### src/rtl/traffic_pkg.sv
// Shared definitions for the cyclic lamp sequencer and the lamp output driver:
// light codes, driver states, fault causes and the legal-successor function.
package traffic_pkg;

    localparam int CNT_W = 8;

    localparam logic [2:0] RED    = 3'b000;
    localparam logic [2:0] GREEN  = 3'b001;
    localparam logic [2:0] YELLOW = 3'b010;

    typedef enum logic [1:0] {
        INIT  = 2'd0,
        RUN   = 2'd1,
        FAULT = 2'd2
    } state_e;

    localparam logic [1:0] FC_NONE    = 2'd0;
    localparam logic [1:0] FC_ILLEGAL = 2'd1;
    localparam logic [1:0] FC_ORDER   = 2'd2;
    localparam logic [1:0] FC_DWELL   = 2'd3;

    typedef struct packed {
        logic red;
        logic green;
        logic yellow;
    } lamps_t;

    function automatic logic is_legal(input logic [2:0] code);
        return (code == RED) || (code == GREEN) || (code == YELLOW);
    endfunction

    // Legal successor in the RED -> GREEN -> YELLOW -> RED cycle. Illegal codes
    // map to RED; callers screen legality before asking for a successor.
    function automatic logic [2:0] next_light(input logic [2:0] code);
        logic [2:0] nxt;
        case (code)
            RED:     nxt = GREEN;
            GREEN:   nxt = YELLOW;
            default: nxt = RED;
        endcase
        return nxt;
    endfunction

    function automatic lamps_t decode_lamps(input logic [2:0] code);
        lamps_t l;
        l = '0;
        case (code)
            GREEN:   l.green  = 1'b1;
            YELLOW:  l.yellow = 1'b1;
            default: l.red    = 1'b1;
        endcase
        return l;
    endfunction

endpackage

### src/rtl/lamp_blinker.sv
// Enable-gated flash divider. The level starts high on the cycle enable rises
// and toggles every BLINK_HALF enabled cycles; it is held low while disabled.
module lamp_blinker
    import traffic_pkg::*;
#(
    parameter int unsigned BLINK_HALF = 4
) (
    input  logic clk,
    input  logic rst,
    input  logic en_i,
    output logic level_next_o
);

    localparam logic [CNT_W-1:0] LAST_C = CNT_W'(BLINK_HALF - 1);

    logic             en_q;
    logic [CNT_W-1:0] cnt_q, cnt_d;
    logic             level_q, level_d;

    // Next count and level; restart on enable rising, toggle on counter wrap.
    always_comb begin
        // NOTE: every combinational output gets a default first so no path
        // through the block leaves it unassigned (which would infer a latch).
        cnt_d   = cnt_q;
        level_d = level_q;
        if (!en_i) begin
            cnt_d   = '0;
            level_d = 1'b0;
        end else if (!en_q) begin
            cnt_d   = '0;
            level_d = 1'b1;
        end else if (cnt_q == LAST_C) begin
            cnt_d   = '0;
            level_d = ~level_q;
        end else begin
            cnt_d   = cnt_q + 1'b1;
        end
    end

    // Divider state registers.
    always_ff @(posedge clk or posedge rst) begin
        // NOTE: sequential state uses non-blocking assignments so every flop
        // samples pre-edge values regardless of statement order.
        if (rst) begin
            en_q    <= 1'b0;
            cnt_q   <= '0;
            level_q <= 1'b0;
        end else begin
            en_q    <= en_i;
            cnt_q   <= cnt_d;
            level_q <= level_d;
        end
    end

    // The owner registers this into its lamp output alongside the other lamps.
    assign level_next_o = level_d;

endmodule

### src/rtl/lamp_output_driver.sv
// Lamp output driver: decodes the sequencer light code into registered one-hot
// lamps and supervises the stream for illegal codes, out-of-order changes and
// dwell violations. A fault latches its first cause and flashes yellow until
// fault_clr arrives while the sequencer shows RED.
module lamp_output_driver
    import traffic_pkg::*;
#(
    parameter int unsigned MIN_DWELL  = 1,
    parameter int unsigned BLINK_HALF = 4
) (
    input  logic       clk,
    input  logic       rst,
    input  logic [0:2] light_in,
    input  logic       fault_clr,
    output logic       lamp_red,
    output logic       lamp_green,
    output logic       lamp_yellow,
    output logic       fault,
    output logic [1:0] fault_code
);

    localparam logic [CNT_W-1:0] MIN_DWELL_C = CNT_W'(MIN_DWELL);

    logic [2:0]       light_code;
    state_e           state_q, state_d;
    logic [2:0]       prev_q, prev_d;
    logic [CNT_W-1:0] dwell_q, dwell_d;
    logic [1:0]       fault_code_q, fault_code_d;
    logic             fault_q, fault_d;
    lamps_t           lamps_q, lamps_d;
    logic             blink_en;
    logic             blink_level_d;

    // light_in is numbered [0:2] with bit 0 as MSB; this keeps that ordering.
    assign light_code = light_in;

    // Next-state logic: supervision in RUN, exit check in FAULT.
    always_comb begin
        state_d      = state_q;
        prev_d       = prev_q;
        dwell_d      = dwell_q;
        fault_code_d = fault_code_q;
        unique case (state_q)
            INIT: begin
                if (!is_legal(light_code)) begin
                    state_d      = FAULT;
                    fault_code_d = FC_ILLEGAL;
                end else if (light_code == RED) begin
                    state_d = RUN;
                    prev_d  = RED;
                    dwell_d = 8'd1;
                end
            end
            RUN: begin
                if (!is_legal(light_code)) begin
                    state_d      = FAULT;
                    fault_code_d = FC_ILLEGAL;
                end else if (light_code != prev_q) begin
                    if (light_code != next_light(prev_q)) begin
                        state_d      = FAULT;
                        fault_code_d = FC_ORDER;
                    end else if (dwell_q < MIN_DWELL_C) begin
                        state_d      = FAULT;
                        fault_code_d = FC_DWELL;
                    end else begin
                        prev_d  = light_code;
                        dwell_d = 8'd1;
                    end
                end else if (dwell_q < MIN_DWELL_C) begin
                    dwell_d = dwell_q + 1'b1;
                end
            end
            FAULT: begin
                if (fault_clr && (light_code == RED)) begin
                    state_d      = RUN;
                    prev_d       = RED;
                    dwell_d      = 8'd1;
                    fault_code_d = FC_NONE;
                end
            end
            default: begin
                state_d = INIT;
            end
        endcase
    end

    assign blink_en = (state_d == FAULT);

    lamp_blinker #(
        .BLINK_HALF (BLINK_HALF)
    ) u_blinker (
        .clk          (clk),
        .rst          (rst),
        .en_i         (blink_en),
        .level_next_o (blink_level_d)
    );

    // Output decode from the next state so every output is a flop.
    always_comb begin
        lamps_d = '{red: 1'b1, green: 1'b0, yellow: 1'b0};
        fault_d = 1'b0;
        unique case (state_d)
            RUN:   lamps_d = decode_lamps(prev_d);
            FAULT: begin
                lamps_d = '{red: 1'b0, green: 1'b0, yellow: blink_level_d};
                fault_d = 1'b1;
            end
            default: ;
        endcase
    end

    // State and output registers.
    always_ff @(posedge clk or posedge rst) begin
        if (rst) begin
            state_q      <= INIT;
            prev_q       <= RED;
            dwell_q      <= '0;
            fault_code_q <= FC_NONE;
            fault_q      <= 1'b0;
            lamps_q      <= '{red: 1'b1, green: 1'b0, yellow: 1'b0};
        end else begin
            state_q      <= state_d;
            prev_q       <= prev_d;
            dwell_q      <= dwell_d;
            fault_code_q <= fault_code_d;
            fault_q      <= fault_d;
            lamps_q      <= lamps_d;
        end
    end

    assign lamp_red    = lamps_q.red;
    assign lamp_green  = lamps_q.green;
    assign lamp_yellow = lamps_q.yellow;
    assign fault       = fault_q;
    assign fault_code  = fault_code_q;

endmodule
### config.mk
export PLATFORM = sky130hd
export DESIGN_NAME = lamp_output_driver
export DESIGN_NICKNAME = d
export VERILOG_FILES = /design/src/rtl/traffic_pkg.sv /design/src/rtl/lamp_blinker.sv /design/src/rtl/lamp_output_driver.sv
export SDC_FILE = /design/constraint.sdc
export NUM_CORES = 1
export LEC_CHECK = 0
export CAP_MARGIN = 40
export CELL_PAD_IN_SITES_DETAIL_PLACEMENT = 0
export CELL_PAD_IN_SITES_GLOBAL_PLACEMENT = 2
export CORE_MARGIN = 5
export CORE_UTILIZATION = 37
export CTS_CLUSTER_DIAMETER = 80
export CTS_CLUSTER_SIZE = 28
export DETAILED_ROUTE_END_ITERATION = 8
export PLACE_DENSITY_LB_ADDON = 0.05
export SLEW_MARGIN = 10
export SYNTH_ARGS = -nofsm -noshare
export SYNTH_HDL_FRONTEND = slang
export SYNTH_SLANG_ARGS = --single-unit
### constraint.sdc
create_clock -name clk -period 3.3 [get_ports clk]
set_input_delay 0.33 -clock clk [delete_from_list [all_inputs] [get_ports clk]]
set_output_delay 0.33 -clock clk [all_outputs]
set_load 0.01 [all_outputs]
Yosys cells after proc, flatten, opt, wreduce, memory -nomap -nowiden

Cells that the tools add are included.

Register bits: 29
Word-level logic and storage cells: 94
Output and inout port bits: 6

Bitwise operators: 1
Muxes and demuxes: 47
$lt $le $gt $ge: 1
Equality and inequality tests: 22
Reductions and logical operators: 10
Add/sub/neg operators: 2

Operators with widths:

| cell                                                                 | number |
|---|---|
| 8-bit two-way mux                                                    | 11 |
| 3-bit two-way mux                                                    | 10 |
| 2-bit two-way mux                                                    | 13 |
| 8-bit case mux with 3 select lines                                   | 1 |
| 8-bit by 1-bit adder with 8-bit output, second input constant        | 2 |
| 3-bit != test, second input constant                                 | 4 |
| 2-bit case mux with 3 select lines                                   | 2 |
| 2-bit != test, second input constant                                 | 5 |
| 3-bit by 1-bit == test with 1-bit output, second input constant      | 3 |
| 3-bit case mux with 3 select lines                                   | 1 |
| 8-bit by 2-bit == test with 1-bit output, second input constant      | 1 |
| 8-bit by 1-bit < comparator with 1-bit output, second input constant | 1 |
| 8-bit AND reduction                                                  | 1 |
| 1-bit two-way mux                                                    | 7 |
| 3-bit by 2-bit == test with 1-bit output, second input constant      | 2 |
| 3-bit logical NOT                                                    | 2 |
| 3-bit != test                                                        | 2 |
| 3-bit case mux with 2 select lines                                   | 1 |
| 5-bit AND reduction                                                  | 1 |
| 2-bit by 1-bit == test with 1-bit output, second input constant      | 2 |
| 2-bit == test, second input constant                                 | 2 |
| 4-bit != test, second input constant                                 | 1 |
| 2-bit case mux with 2 select lines                                   | 1 |
| 3-bit nonzero test                                                   | 1 |
| 5 further kinds                                                      | 6 |

Logic depth before layout (Yosys ltp)

Word-level depth: 14
Depth in mapped cells: 12
Gate-level depth less buffers: 12

Hierarchy

Synthesis repeated with hierarchy kept, for this count alone.

Cell total of the unflattened synthesis: 166
Area total of the unflattened synthesis: 1652.8 um^2

Modules (own cells, without submodules):

| module             | cells an instance | instances | area an instance (um^2) | seq. area each (um^2) |
|---|---|---|---|---|
| lamp_output_driver | 119               | 1         | 1193.6                  | 476.7 |
| lamp_blinker       | 47                | 1         | 459.2                   | 250.2 |

Least setup slack after synthesis

OpenSTA, ideal clock, no wires.

Path type: reg2reg
Start point: register prev_q[2]
End point: register lamps_q (netlist bit lamp_green)
Data required time: 3.220 ns
Library setup time: 0.080 ns
Stages on the path, launching flop included: 11
Buffers on the path: 1
Arrival: 2.517 ns
Setup slack: 0.703 ns
Cell sequence: dfrtp_1 buf_6 or4b_4 a21o_1 a211oi_4 nor2_2 o31ai_1 a31oi_1 ha_1 nand3b_1 nor3_2

RTL lines:

| element                | RTL line                  | RTL |
|---|---|---|
| from (decl)            | lamp_output_driver.sv:26  | `logic [2:0] prev_q, prev_d;` |
| from (signal assigned) | lamp_output_driver.sv:123 | `prev_q <= prev_d;` |
| to (signal assigned)   | lamp_output_driver.sv:120 | `lamps_q <= '{red: 1'b1, green: 1'b0, yellow: 1'b0};` |
| to (signal assigned)   | lamp_output_driver.sv:127 | `lamps_q <= lamps_d;` |
| to (decl)              | lamp_output_driver.sv:30  | `lamps_t lamps_q, lamps_d;` |

Final worst setup path

Start point: register dwell_q[0]
End point: register u_blinker.cnt_q[5]

Word-level cells in the longest chain between the ends: 8

RTL lines:

| element                                       | RTL line                  | RTL |
|---|---|---|
| from (decl)                                   | lamp_output_driver.sv:27  | `logic [CNT_W-1:0] dwell_q, dwell_d;` |
| from (signal assigned)                        | lamp_output_driver.sv:124 | `dwell_q <= dwell_d;` |
| 8-bit by 1-bit < comparator with 1-bit output | lamp_output_driver.sv:62  | `end else if (dwell_q < MIN_DWELL_C) begin` |
| 2-bit two-way mux                             | lamp_output_driver.sv:62  |  |
| 2-bit two-way mux                             | lamp_output_driver.sv:59  | `if (light_code != next_light(prev_q)) begin` |
| 2-bit two-way mux                             | lamp_output_driver.sv:58  | `end else if (light_code != prev_q) begin` |
| 2-bit two-way mux                             | lamp_output_driver.sv:55  | `if (!is_legal(light_code)) begin` |
| 2-bit case mux with 3 select lines            | lamp_output_driver.sv:43  | `unique case (state_q)` |
| via state_d[1]                                | lamp_output_driver.sv:25  | `state_e state_q, state_d;` |
| 2-bit == test                                 | lamp_output_driver.sv:87  | `assign blink_en = (state_d == FAULT);` |
| via blink_en                                  | lamp_output_driver.sv:31  | `logic blink_en;` |
| 8-bit two-way mux                             | lamp_blinker.sv:26        | `if (!en_i) begin` |
| via u_blinker.cnt_d[5]                        | lamp_blinker.sv:17        | `logic [CNT_W-1:0] cnt_q, cnt_d;` |
| to (signal assigned)                          | lamp_blinker.sv:50        | `cnt_q <= cnt_d;` |
| to (decl)                                     | lamp_blinker.sv:17        |  |

The timed path passes the listed nets, and every way through them passes these cells.
A chain may end at the register's enable or synchronous reset.

==> run metrics <==
Clock Sinks=28; GP Congestion=0.8116; Setup Buffers After CTS=0; nets@finish=195; hpwl dp=2774 um; core area=4354 um^2; clk_lat worst skew=0.27 ns; clk buf depth=2; Setup CP Type=register to register; post-route cell area=1907 um^2; Routed WL per cell=15.28 um; Critical Path Fanout Max=7; Rel. slew slack=0.6271; first-pass GRT wire length=6120 um; P_leak=0.8399 nW; largest net degree at the start of global routing=21; Routed WL=3530 um; grt ovf=0; layout cells sized above 1=0.1285; starting density of the core=0.3822; crit end category=register; final hold vios=0; std cell rows=24; Post-synth top flop=dfrtp_1; Max VDD drop=321.4 uV; TritonCTS clock tree=done; DR vias/cell=5.277; Reg clk slew, reported paths=0.09 ns; Slew @ Worst Pin=0.5516 ns; post-place setup slack=0.2801 ns; Fillers=437; yosys synthesis warning count=0; # DRC=0; ant diodes=0; setup TNS=0 ns; die area=5939 um^2; Post-Syn Area=1664 um^2; setup violators final=0; DP Area=1862 um^2; Seq cells post-synth=28; worst endpoint data arrival time=3.00 ns; Gate Count Post-Synth=165; EDFF count, synth=0; Mean Syn Cell Area=10.09 um^2; critical path launch point type=register; vias in the first global route=1,220; Num CTS Buffers=3; CTS-repair resized insts=0; P&R area growth vs syn=14.59%; min-delay worst type=primary input to asynchronous set/reset pin; maxcap violations=0; Die Ht=77.07 um; antenna viol nets, final=0; Final Cycle Share=0.8465; drt first-iter violations=67; largest cells by area after synthesis=dfrtp_1 41%, ha_1 6.8%, xor2_1 5.3%; Port Buffers=11; maximum clock rate=358.0 MHz; Post-CTS Hold Buffers=0; sequential area share after synthesis=0.4218; synth unique cells=54; setup ws final=0.5066 ns; TritonRoute pass-1 iters=4; DIE WIDTH=77.07 um; most common cell in the synthesized netlist=dfrtp_1; RSZ-0062 raised after global routing=false; status=finished, final reports clean; ys async rst share=1.000; top cell type's share of synthesized area=0.4060; Post-synth top cells=27 x dfrtp_1, 11 x nor2_1, 10 x inv_1, 10 x xor2_1; WP data required=3.51 ns; initial antenna violation count=0; r2r setup slk=0.51 ns; Root Buffer=clkbuf_8; Power Density=608.3 nW/um^2; Yosys top cell by area=dfrtp_1; vias=1,219; gr usage total=0.1246; H-tree depth=1; I/O pins=12; Slew Limit Fails=0; Syn Nets=180; post-route minimum period=2.793 ns; clock skew=0.006777 ns
-- per-stage QoR --
step / std cells / power [W] / hold WS, ns / util
floorplan: 165 / 0.0008045 / 0.3947 / -
global placement: 226 / 0.0009741 / 0.4725 / 0.4213
detailed placement: 227 / 0.0009834 / 0.4797 / 0.4276
CTS: 231 / 0.001180 / 0.3537 / 0.4379
global route: 231 / 0.001254 / 0.3849 / 0.4379
finish: 231 / 0.001160 / 0.3364 / 0.4379
-- placed cells by master (no fill, tap or decap), types with 2 or more instances in the layout --
master,instances
nor2_1,11
and2_1,7
dfrtp_1,27
nor3_1,5
xor2_1,10
o21ai_0,5
a21o_1,2
nand2_1,8
and3_1,4
nand3b_1,3
nor2_2,2
o21a_1,3
clkdlybuf4s50_1,11
a21oi_1,6
mux2_1,2
nand3_1,9
nor4b_1,2
ha_1,9
or4b_4,2
clkbuf_8,3
buf_4,4
o22ai_1,2
inv_1,10
-- where the power goes --
group          total [W]  internal (W)  switching [W]
registers       0.000440      0.000401      0.0000390
clock network   0.000191     0.0000866       0.000104
logic           0.000529      0.000222       0.000306
-- path summary, 6_finish.rpt --
path | to | depth (start not counted) | start
worst max-delay path | u_blinker.cnt_q[5]$_DFF_PP0_ | 11 | dwell_q[0]$_DFFE_PP0P_
worst min-delay path | dwell_q[4]$_DFFE_PP0P_ | 2 | rst
worst max register to register | u_blinker.cnt_q[5]$_DFF_PP0_ | 11 | dwell_q[0]$_DFFE_PP0P_
worst min register to register | dwell_q[6]$_DFFE_PP0P_ | 1 | dwell_q[6]$_DFFE_PP0P_
max in group asynchronous | lamp_red$_DFF_PP1_ | 3 | rst
min in group clk | dwell_q[6]$_DFFE_PP0P_ | 1 | dwell_q[6]$_DFFE_PP0P_
-- flip-flops by register name, summed over array words and instances (netlist names) --
name / count
fault: 1
u_blinker.level_q: 1
fault_code: 2
lamp_green: 1
u_blinker.cnt_q: 8
lamp_yellow: 1
state_q: 2
dwell_q: 8
prev_q: 3
lamp_red: 1
-- layout make-up --
type / count / area (um^2) / area share
multi-input cells: 121 / 889.6 / 0.4665
inverters: 10 / 37.54 / 0.01969
flip-flops and latches: 28 / 701.9 / 0.3681
clock buffers: 4 / 45.04 / 0.02362
well taps: 52 / 65.06 / 0.03412
repair buffers: 16 / 167.7 / 0.08793
-- metal layers --
metal	share of wire	wire, um	GRT usage	up-vias
met4	0.0023	8	0.02062	0
met3	0.027	94	0.02810	2
met5	0	0	0	-
li1	-	-	-	623
met1	0.50	1771	0.1747	581
met2	0.47	1655	0.1995	13
-- logic make-up after synthesis --
logic type / Yosys count / synth area share
AOI/OAI and AO/OA: 37 / 0.1722
xor gates and xnor gates: 11 / 0.05789
adders and majority gates: 9 / 0.06767
buffers and inverters: 16 / 0.04360
DFF: 28 / 0.4218
muxes: 4 / 0.02857
and+or+nand+nor: 60 / 0.2083
-- worst max-delay path, stage by stage, from the launching register on --
cell and delay (ns):
dfrtp_1 0.43, inv_1 0.07, ha_1 0.13, nor4b_1 0.47
and2_1 0.30, a211oi_4 0.07, nor2_2 0.16, o31ai_1 0.10
a31oi_1 0.27, ha_1 0.28, nand3_1 0.26, nor2_1 0.17
Note: power is estimated with default switching activity, not from simulation.
